**src/rtl/muldiv_pkg.sv**
```systemverilog
// Shared encodings and constants for the HI/LO multiply/divide sequencer.
// Holds the op and state enums plus the signed-magnitude helper.
package muldiv_pkg;

   typedef enum logic [2:0] {
      MD_MULT  = 3'd0,
      MD_MULTU = 3'd1,
      MD_DIV   = 3'd2,
      MD_DIVU  = 3'd3,
      MD_MTHI  = 3'd4,
      MD_MTLO  = 3'd5
   } md_op_e;

   typedef enum logic [2:0] {
      IDLE = 3'd0,
      MUL  = 3'd1,
      DIV  = 3'd2,
      FIX  = 3'd3,
      DONE = 3'd4
   } md_state_e;

   localparam int DIV_ITERS       = 32;
   localparam int MULT_CYCLES_DEF = 4;

   // Magnitude of v, treating it as two's complement only when sgn is set.
   function automatic logic [31:0] abs32(input logic [31:0] v, input logic sgn);
      return (sgn && v[31]) ? (~v + 32'd1) : v;
   endfunction

endpackage

```
**src/rtl/divu_core.sv**
```systemverilog
// Iterative 32-bit unsigned restoring divider, one quotient bit per step.
// load captures the operands; each step shifts one dividend bit into the remainder.
module divu_core (
   input  logic        clk,
   input  logic        rst_n,
   input  logic        load,
   input  logic        step,
   input  logic [31:0] dividend,
   input  logic [31:0] divisor,
   output logic [31:0] quotient,
   output logic [31:0] remainder
);

   logic [31:0] rem_q, rem_d;
   logic [31:0] quo_q, quo_d;
   logic [31:0] dvs_q, dvs_d;
   logic [32:0] shifted;

   always_comb begin
      rem_d   = rem_q;
      quo_d   = quo_q;
      dvs_d   = dvs_q;
      shifted = {rem_q, quo_q[31]};
      if (load) begin
         rem_d = '0;
         quo_d = dividend;
         dvs_d = divisor;
      end else if (step) begin
         // Partial remainder stays below the divisor, so 32 bits always hold the result.
         if (shifted >= {1'b0, dvs_q}) begin
            rem_d = shifted[31:0] - dvs_q;
            quo_d = {quo_q[30:0], 1'b1};
         end else begin
            rem_d = shifted[31:0];
            quo_d = {quo_q[30:0], 1'b0};
         end
      end
   end

   always_ff @(posedge clk or negedge rst_n) begin
      if (!rst_n) begin
         rem_q <= '0;
         quo_q <= '0;
         dvs_q <= '0;
      end else begin
         rem_q <= rem_d;
         quo_q <= quo_d;
         dvs_q <= dvs_d;
      end
   end

   assign quotient  = quo_q;
   assign remainder = rem_q;

endmodule

```
**src/rtl/hilo_muldiv_ctrl.sv**
```systemverilog
// HI/LO owner: sequences multi-cycle MULT/MULTU/DIV/DIVU, applies MTHI/MTLO, stalls readers.
//
// state | meaning
// IDLE  | waiting for start; MTHI/MTLO write here
// MUL   | multiply latency countdown, writes HI/LO at terminal count
// DIV   | 32 restoring steps on operand magnitudes
// FIX   | apply quotient/remainder signs and write HI/LO
// DONE  | divide-by-zero writeback
module hilo_muldiv_ctrl
   import muldiv_pkg::*;
#(
   parameter int MULT_CYCLES = MULT_CYCLES_DEF
) (
   input  logic        clk,
   input  logic        rst_n,
   input  logic        start,
   input  logic [2:0]  op,
   input  logic [31:0] rs_data,
   input  logic [31:0] rt_data,
   input  logic        flush,
   input  logic        rd_req,
   output logic        busy,
   output logic        stall,
   output logic        done,
   output logic        div_zero,
   output logic [31:0] hi,
   output logic [31:0] lo
);

   md_state_e   state_q, state_d;
   logic [4:0]  cnt_q, cnt_d;
   logic [31:0] hi_q, hi_d, lo_q, lo_d;
   logic [31:0] a_q, a_d, b_q, b_d;
   logic        busy_q, busy_d, done_q, done_d, dz_q, dz_d;
   logic        mul_sgn_q, mul_sgn_d, qneg_q, qneg_d, rneg_q, rneg_d;

   md_op_e      op_e;
   logic        accept, div_sgn, div_load, div_step;
   logic [31:0] div_dvd, div_dvs, div_quo, div_rem;
   logic [63:0] mul_a, mul_b, prod;

   assign op_e    = md_op_e'(op);
   assign accept  = start & ~busy_q & ~flush;
   assign div_sgn = (op_e == MD_DIV);
   assign div_dvd = abs32(rs_data, div_sgn);
   assign div_dvs = abs32(rt_data, div_sgn);

   // Sign/zero extension to 64 bits makes the low 64 product bits exact for both signednesses.
   assign mul_a = {{32{mul_sgn_q & a_q[31]}}, a_q};
   assign mul_b = {{32{mul_sgn_q & b_q[31]}}, b_q};
   assign prod  = mul_a * mul_b;

   divu_core u_divu (
      .clk       (clk),
      .rst_n     (rst_n),
      .load      (div_load),
      .step      (div_step),
      .dividend  (div_dvd),
      .divisor   (div_dvs),
      .quotient  (div_quo),
      .remainder (div_rem)
   );

   always_comb begin
      state_d   = state_q;
      cnt_d     = cnt_q;
      hi_d      = hi_q;
      lo_d      = lo_q;
      a_d       = a_q;
      b_d       = b_q;
      done_d    = 1'b0;
      dz_d      = dz_q;
      mul_sgn_d = mul_sgn_q;
      qneg_d    = qneg_q;
      rneg_d    = rneg_q;
      div_load  = 1'b0;
      div_step  = 1'b0;

      case (state_q)
         IDLE: begin
            if (accept) begin
               case (op_e)
                  MD_MULT, MD_MULTU: begin
                     state_d   = MUL;
                     cnt_d     = 5'(MULT_CYCLES - 1);
                     a_d       = rs_data;
                     b_d       = rt_data;
                     mul_sgn_d = (op_e == MD_MULT);
                  end
                  MD_DIV, MD_DIVU: begin
                     a_d    = rs_data;
                     qneg_d = div_sgn & (rs_data[31] ^ rt_data[31]);
                     rneg_d = div_sgn & rs_data[31];
                     if (rt_data == 32'd0) begin
                        state_d = DONE;
                     end else begin
                        state_d  = DIV;
                        cnt_d    = 5'(DIV_ITERS - 1);
                        div_load = 1'b1;
                     end
                  end
                  MD_MTHI: hi_d = rs_data;
                  MD_MTLO: lo_d = rs_data;
                  default: ;
               endcase
            end
         end
         MUL: begin
            if (cnt_q == 5'd0) begin
               hi_d    = prod[63:32];
               lo_d    = prod[31:0];
               done_d  = 1'b1;
               state_d = IDLE;
            end else begin
               cnt_d = cnt_q - 5'd1;
            end
         end
         DIV: begin
            div_step = 1'b1;
            if (cnt_q == 5'd0) state_d = FIX;
            else               cnt_d   = cnt_q - 5'd1;
         end
         FIX: begin
            lo_d    = qneg_q ? (~div_quo + 32'd1) : div_quo;
            hi_d    = rneg_q ? (~div_rem + 32'd1) : div_rem;
            dz_d    = 1'b0;
            done_d  = 1'b1;
            state_d = IDLE;
         end
         DONE: begin
            lo_d    = '1;
            hi_d    = a_q;
            dz_d    = 1'b1;
            done_d  = 1'b1;
            state_d = IDLE;
         end
         default: state_d = IDLE;
      endcase

      // Abort discards any pending writeback, including one due on this edge.
      if (flush) begin
         state_d = IDLE;
         hi_d    = hi_q;
         lo_d    = lo_q;
         dz_d    = dz_q;
         done_d  = 1'b0;
      end

      busy_d = (state_d != IDLE);
   end

   always_ff @(posedge clk or negedge rst_n) begin
      if (!rst_n) begin
         state_q   <= IDLE;
         cnt_q     <= '0;
         hi_q      <= '0;
         lo_q      <= '0;
         a_q       <= '0;
         b_q       <= '0;
         busy_q    <= 1'b0;
         done_q    <= 1'b0;
         dz_q      <= 1'b0;
         mul_sgn_q <= 1'b0;
         qneg_q    <= 1'b0;
         rneg_q    <= 1'b0;
      end else begin
         state_q   <= state_d;
         cnt_q     <= cnt_d;
         hi_q      <= hi_d;
         lo_q      <= lo_d;
         a_q       <= a_d;
         b_q       <= b_d;
         busy_q    <= busy_d;
         done_q    <= done_d;
         dz_q      <= dz_d;
         mul_sgn_q <= mul_sgn_d;
         qneg_q    <= qneg_d;
         rneg_q    <= rneg_d;
      end
   end

   // Covering the accept cycle keeps a back-to-back MFHI/MFLO from reading stale HI/LO.
   assign stall    = rd_req & (busy_q | (start & ~op[2]));
   assign busy     = busy_q;
   assign done     = done_q;
   assign div_zero = dz_q;
   assign hi       = hi_q;
   assign lo       = lo_q;

endmodule
```
**config.mk**
```make
export PLATFORM = sky130hd
export DESIGN_NAME = hilo_muldiv_ctrl
export DESIGN_NICKNAME = d
export VERILOG_FILES = /design/src/rtl/muldiv_pkg.sv /design/src/rtl/divu_core.sv /design/src/rtl/hilo_muldiv_ctrl.sv
export SDC_FILE = /design/constraint.sdc
export NUM_CORES = 2
export LEC_CHECK = 0
export CAP_MARGIN = 25
export CORE_AREA = 4 4 349 351
export CTS_CLUSTER_DIAMETER = 120
export CTS_CLUSTER_SIZE = 10
export DETAILED_ROUTE_END_ITERATION = 6
export DIE_AREA = 0 0 353 355
export PLACE_DENSITY = 0.63
export SLEW_MARGIN = 25
export SYNTH_ARGS = -nofsm -noshare
export SYNTH_HDL_FRONTEND = slang
export SYNTH_SLANG_ARGS = --single-unit
```
**constraint.sdc**
```tcl
create_clock -name clk -period 7.8 [get_ports clk]
set_clock_uncertainty 0.2 [all_clocks]
set_input_delay 1.17 -clock clk [delete_from_list [all_inputs] [get_ports clk]]
set_output_delay 1.17 -clock clk [all_outputs]
set_load 0.02 [all_outputs]
```
==> reports/qor.yml <==
status: "finished, violations left"
violations: "negative setup slack"
gp_congestion: 0.958
rr_worst_depth: 28
via_per_inst: 5.44
grt_overflow_total: 0
synth_xor_area_frac: 0.0349
reg2reg_from: "b_q[0]$_DFFE_PN0P_"
syn_inst: 5974
slew_headroom: 0.316
grt_max_degree: 133
worstPathMaxFanout: 7
final_layout_size_suffix_gt1_frac: 0.138
cp.required_ps: 8100
yosys.area_share.adder: 0.485
avgRoutedWirePerCell_microns: 21.3
syn_area_sq_um: 53000
cap_violations: 0
stdcell_area_sq_um: 61800
synth_top_family_by_area: "adder cells"
final_net_count: 7739
die_area_sq_um: 125000
die_w_microns: 353
grt_first_pass_wirelength_microns: 261000
grt_pass1_vias: 45205
maxSlewViolCount: 0
fin_cells: 7841
rows: 127
port-buffer-count: 139
crit_type: "flop to flop"
drc: 0
syn_avg_cell_area_sq_um: 8.87
synth_simple_gate_area_frac: 0.156
rrSetupSlack_ps: -80
placed_area_sq_um: 59400
hp-class: "flop to flop"
ys_warn_count: 0
synthFlopType: "dfrtp_1"
synth_seq_cells: 238
clk_pin_slew_ps: 60
hold_path.startpoint: "u_divu.dvs_q[17]$_DFFE_PN0P_"
end_kind: "flop"
fp.dieH_microns: 355
fillers: 10887
syn-num-nets: 7422
io_pins: 140
cp.arrival_ps: 8180
fin_crit_ps: 7880
worstSkewPairLatency_ps: 600
synth_compound_area_frac: 0.0882
max_freq_ghz: 0.127
drt-pass1-iter-count: 6
num_antenna_cells: 0
fin_setup_tns_ps: -183
hold_viol_final: 0
cpMaxStageDelayCell: "fa_2"
rsz0062_at_grt: "true"
tightest_slew_ps: 1020
ys_async_sr_fraction: 1.00
holdWs_ps: 276
dp_hpwl_microns: 138000
htreeDepth: 1
start_util: 0.445
core-area_sq_um: 119000
cts_buffers: 27
synth_mux_area_frac: 0.0139
startpoint_type: "flop"
clockRootBuffer: "clkbuf_16"
syn2layout_area_growth_pct: 16.7
hold-path-endpoint: "u_divu.dvs_q[17]$_DFFE_PN0P_"
ys_types: 73
drt_iter0_drc: 3039
hold_depth: 2
setup_violations: 3
grt_usage: 0.265
finalWirelength_microns: 167000
ys_seq_area_frac: 0.112
ant_nets: 0
clkSinkCount: 238
setup_slack_ps: -84.1
reg2reg_to: "hi[28]$_DFFE_PN0P_"
dr_total_vias: 42674
placed_cells: 7759
slowest_delay_ps: 590
synth_edf_count: 0
tritoncts: "built"
clk_path_buf_depth: 3
grt_antenna_before_repair: 7
timing.final.crit_share: 1.01
cp_common_cell: "fa_1"
## cell type report
cell class,count,area [sq um],share of cell area
well taps,1548,1940,0.0313
flip-flops and latches,238,5980,0.0968
clock inverters,1,20.0,0.000324
inverters,1184,4460,0.0722
repair buffers,660,6350,0.103
clock buffers,30,687,0.0111
multi-input cells,4180,42400,0.686
## cells by family (layout without fill, tap and decap cells)
kind of cell             after synthesis  count (layout)
AND/OR/NAND/NOR                     1794            1794
flip-flops                           238             238
adder cells (fa/ha/maj)             1376            1376
AO/OA/AOI/OAI                        730             730
multiplexers                          69              69
buffers and inverters               1556            1875
XOR/XNOR                             211             211
## cells in the mapped netlist, types with 6 or more instances
master | number | area share
fa_1 | 1126 | 0.43
o41ai_1 | 10 | 0.0017
a22oi_1 | 15 | 0.0021
a31o_2 | 6 | 0.00099
o21a_1 | 17 | 0.0024
and3_1 | 23 | 0.0027
mux2_2 | 36 | 0.0077
o21bai_1 | 22 | 0.0031
o2111ai_1 | 6 | 0.00099
ha_1 | 250 | 0.059
a31oi_1 | 28 | 0.0033
o31ai_1 | 37 | 0.0052
inv_1 | 1183 | 0.084
a21oi_1 | 181 | 0.017
or4_1 | 12 | 0.0017
buf_2 | 7 | 0.00066
or2_2 | 16 | 0.0019
nor2_1 | 191 | 0.014
a21o_1 | 46 | 0.0065
nand2_1 | 991 | 0.070
clkbuf_1 | 355 | 0.025
nand4_1 | 25 | 0.0030
nand2b_1 | 14 | 0.0017
xor2_1 | 85 | 0.014
or4_4 | 6 | 0.0013
buf_1 | 10 | 0.00071
or3_1 | 25 | 0.0030
o211ai_1 | 18 | 0.0026
nor3_1 | 30 | 0.0028
dfrtp_1 | 238 | 0.11
xnor2_1 | 126 | 0.021
nor2b_1 | 15 | 0.0018
and2_1 | 355 | 0.042
a221o_1 | 25 | 0.0047
nand3_1 | 56 | 0.0053
o21ai_0 | 217 | 0.021
o22a_1 | 11 | 0.0018
o22ai_1 | 6 | 0.00071
a221oi_1 | 22 | 0.0036
a211oi_1 | 16 | 0.0023
nor4_1 | 16 | 0.0019
mux2i_1 | 33 | 0.0062
a222oi_1 | 6 | 0.0011
## registers in the layout, indices dropped and copies added (netlist names)
name and cells:
hi 32, u_divu.remainder 32, lo 32, u_divu.quotient 32
qneg_q 1, done 1, rneg_q 1, div_zero 1
b_q 32, busy 1, mul_sgn_q 1, cnt_q 5
u_divu.dvs_q 32, state_q 3, a_q 32
## critical path, delay by kind of cell, from the launching register on
kind	cells	cell delay, ps
AOI/OAI and AO/OA	7	1540
adders and majority gates	9	4270
buffers and inverters	8	760
DFF	1	450
muxes	1	330
and+or+nand+nor	3	250
## cells in the final DEF (no fill, tap or decap), drive strengths merged, types with 16 or more instances in the layout
master         Yosys  layout
o21ai            220     220
nor3              30      30
or4               18      18
dfrtp            238     238
xnor2            126     126
clkdlybuf4s50      0     138
or2               16      16
a211oi            16      16
a221o             25      25
a21o              46      46
nor2             192     192
inv             1183    1180
a221oi            23      23
o21bai            22      22
and3              23      23
nand2            991     991
mux2              36      36
nor4              18      18
nand4             25      25
or3               26      26
mux2i             33      33
a31oi             28      28
clkbuf           355      33
a21oi            181     181
nand3             56      56
fa              1126    1126
o21a              17      17
o211ai            18      18
ha               250     250
buf               17     519
and2             355     355
xor2              85      85
o31ai             37      37
## worst max path at each step
stage | depth (start not counted) | slack, ps | end | startpoint
after floorplan | 29 | -120 | hi[28]$_DFFE_PN0P_ | a_q[31]$_DFFE_PN0P_
after global placement | 25 | -870 | hi[26]$_DFFE_PN0P_ | a_q[14]$_DFFE_PN0P_
after detailed placement | 25 | -560 | hi[26]$_DFFE_PN0P_ | a_q[14]$_DFFE_PN0P_
after CTS | 26 | -70 | hi[28]$_DFFE_PN0P_ | mul_sgn_q$_DFFE_PN0P_
after global routing | 28 | -320 | hi[28]$_DFFE_PN0P_ | b_q[0]$_DFFE_PN0P_
final | 28 | -80 | hi[28]$_DFFE_PN0P_ | b_q[0]$_DFFE_PN0P_
## per-layer routing
metal  vias up  part of all wire  global-route usage
met4         0             0.041              0.0894
li1      18790                 -                   -
met3       310             0.057              0.0231
met1     22169              0.41               0.356
met5         -                 0                   0
met2      1405              0.49               0.454
## metrics by stage
stage / util / worst slack [ps]
2_1_floorplan: - / -115
3_3_place_gp: 0.499 / -872
3_5_place_dp: 0.499 / -557
4_1_cts: 0.510 / -65.8
5_1_grt: 0.519 / -323
6_report: 0.519 / -84.1
## repair_timing
item,CTS,global route
pin swaps,43,95
cloned,0,3
setup buffers,15,33
setup endpoints to repair,35,38
hold buffers,0,0
gates resized for setup,104,201
Power is left out: the tool's default activity adds up to more than one toggle a clock period on the data nets, which glitch-free logic cannot reach.
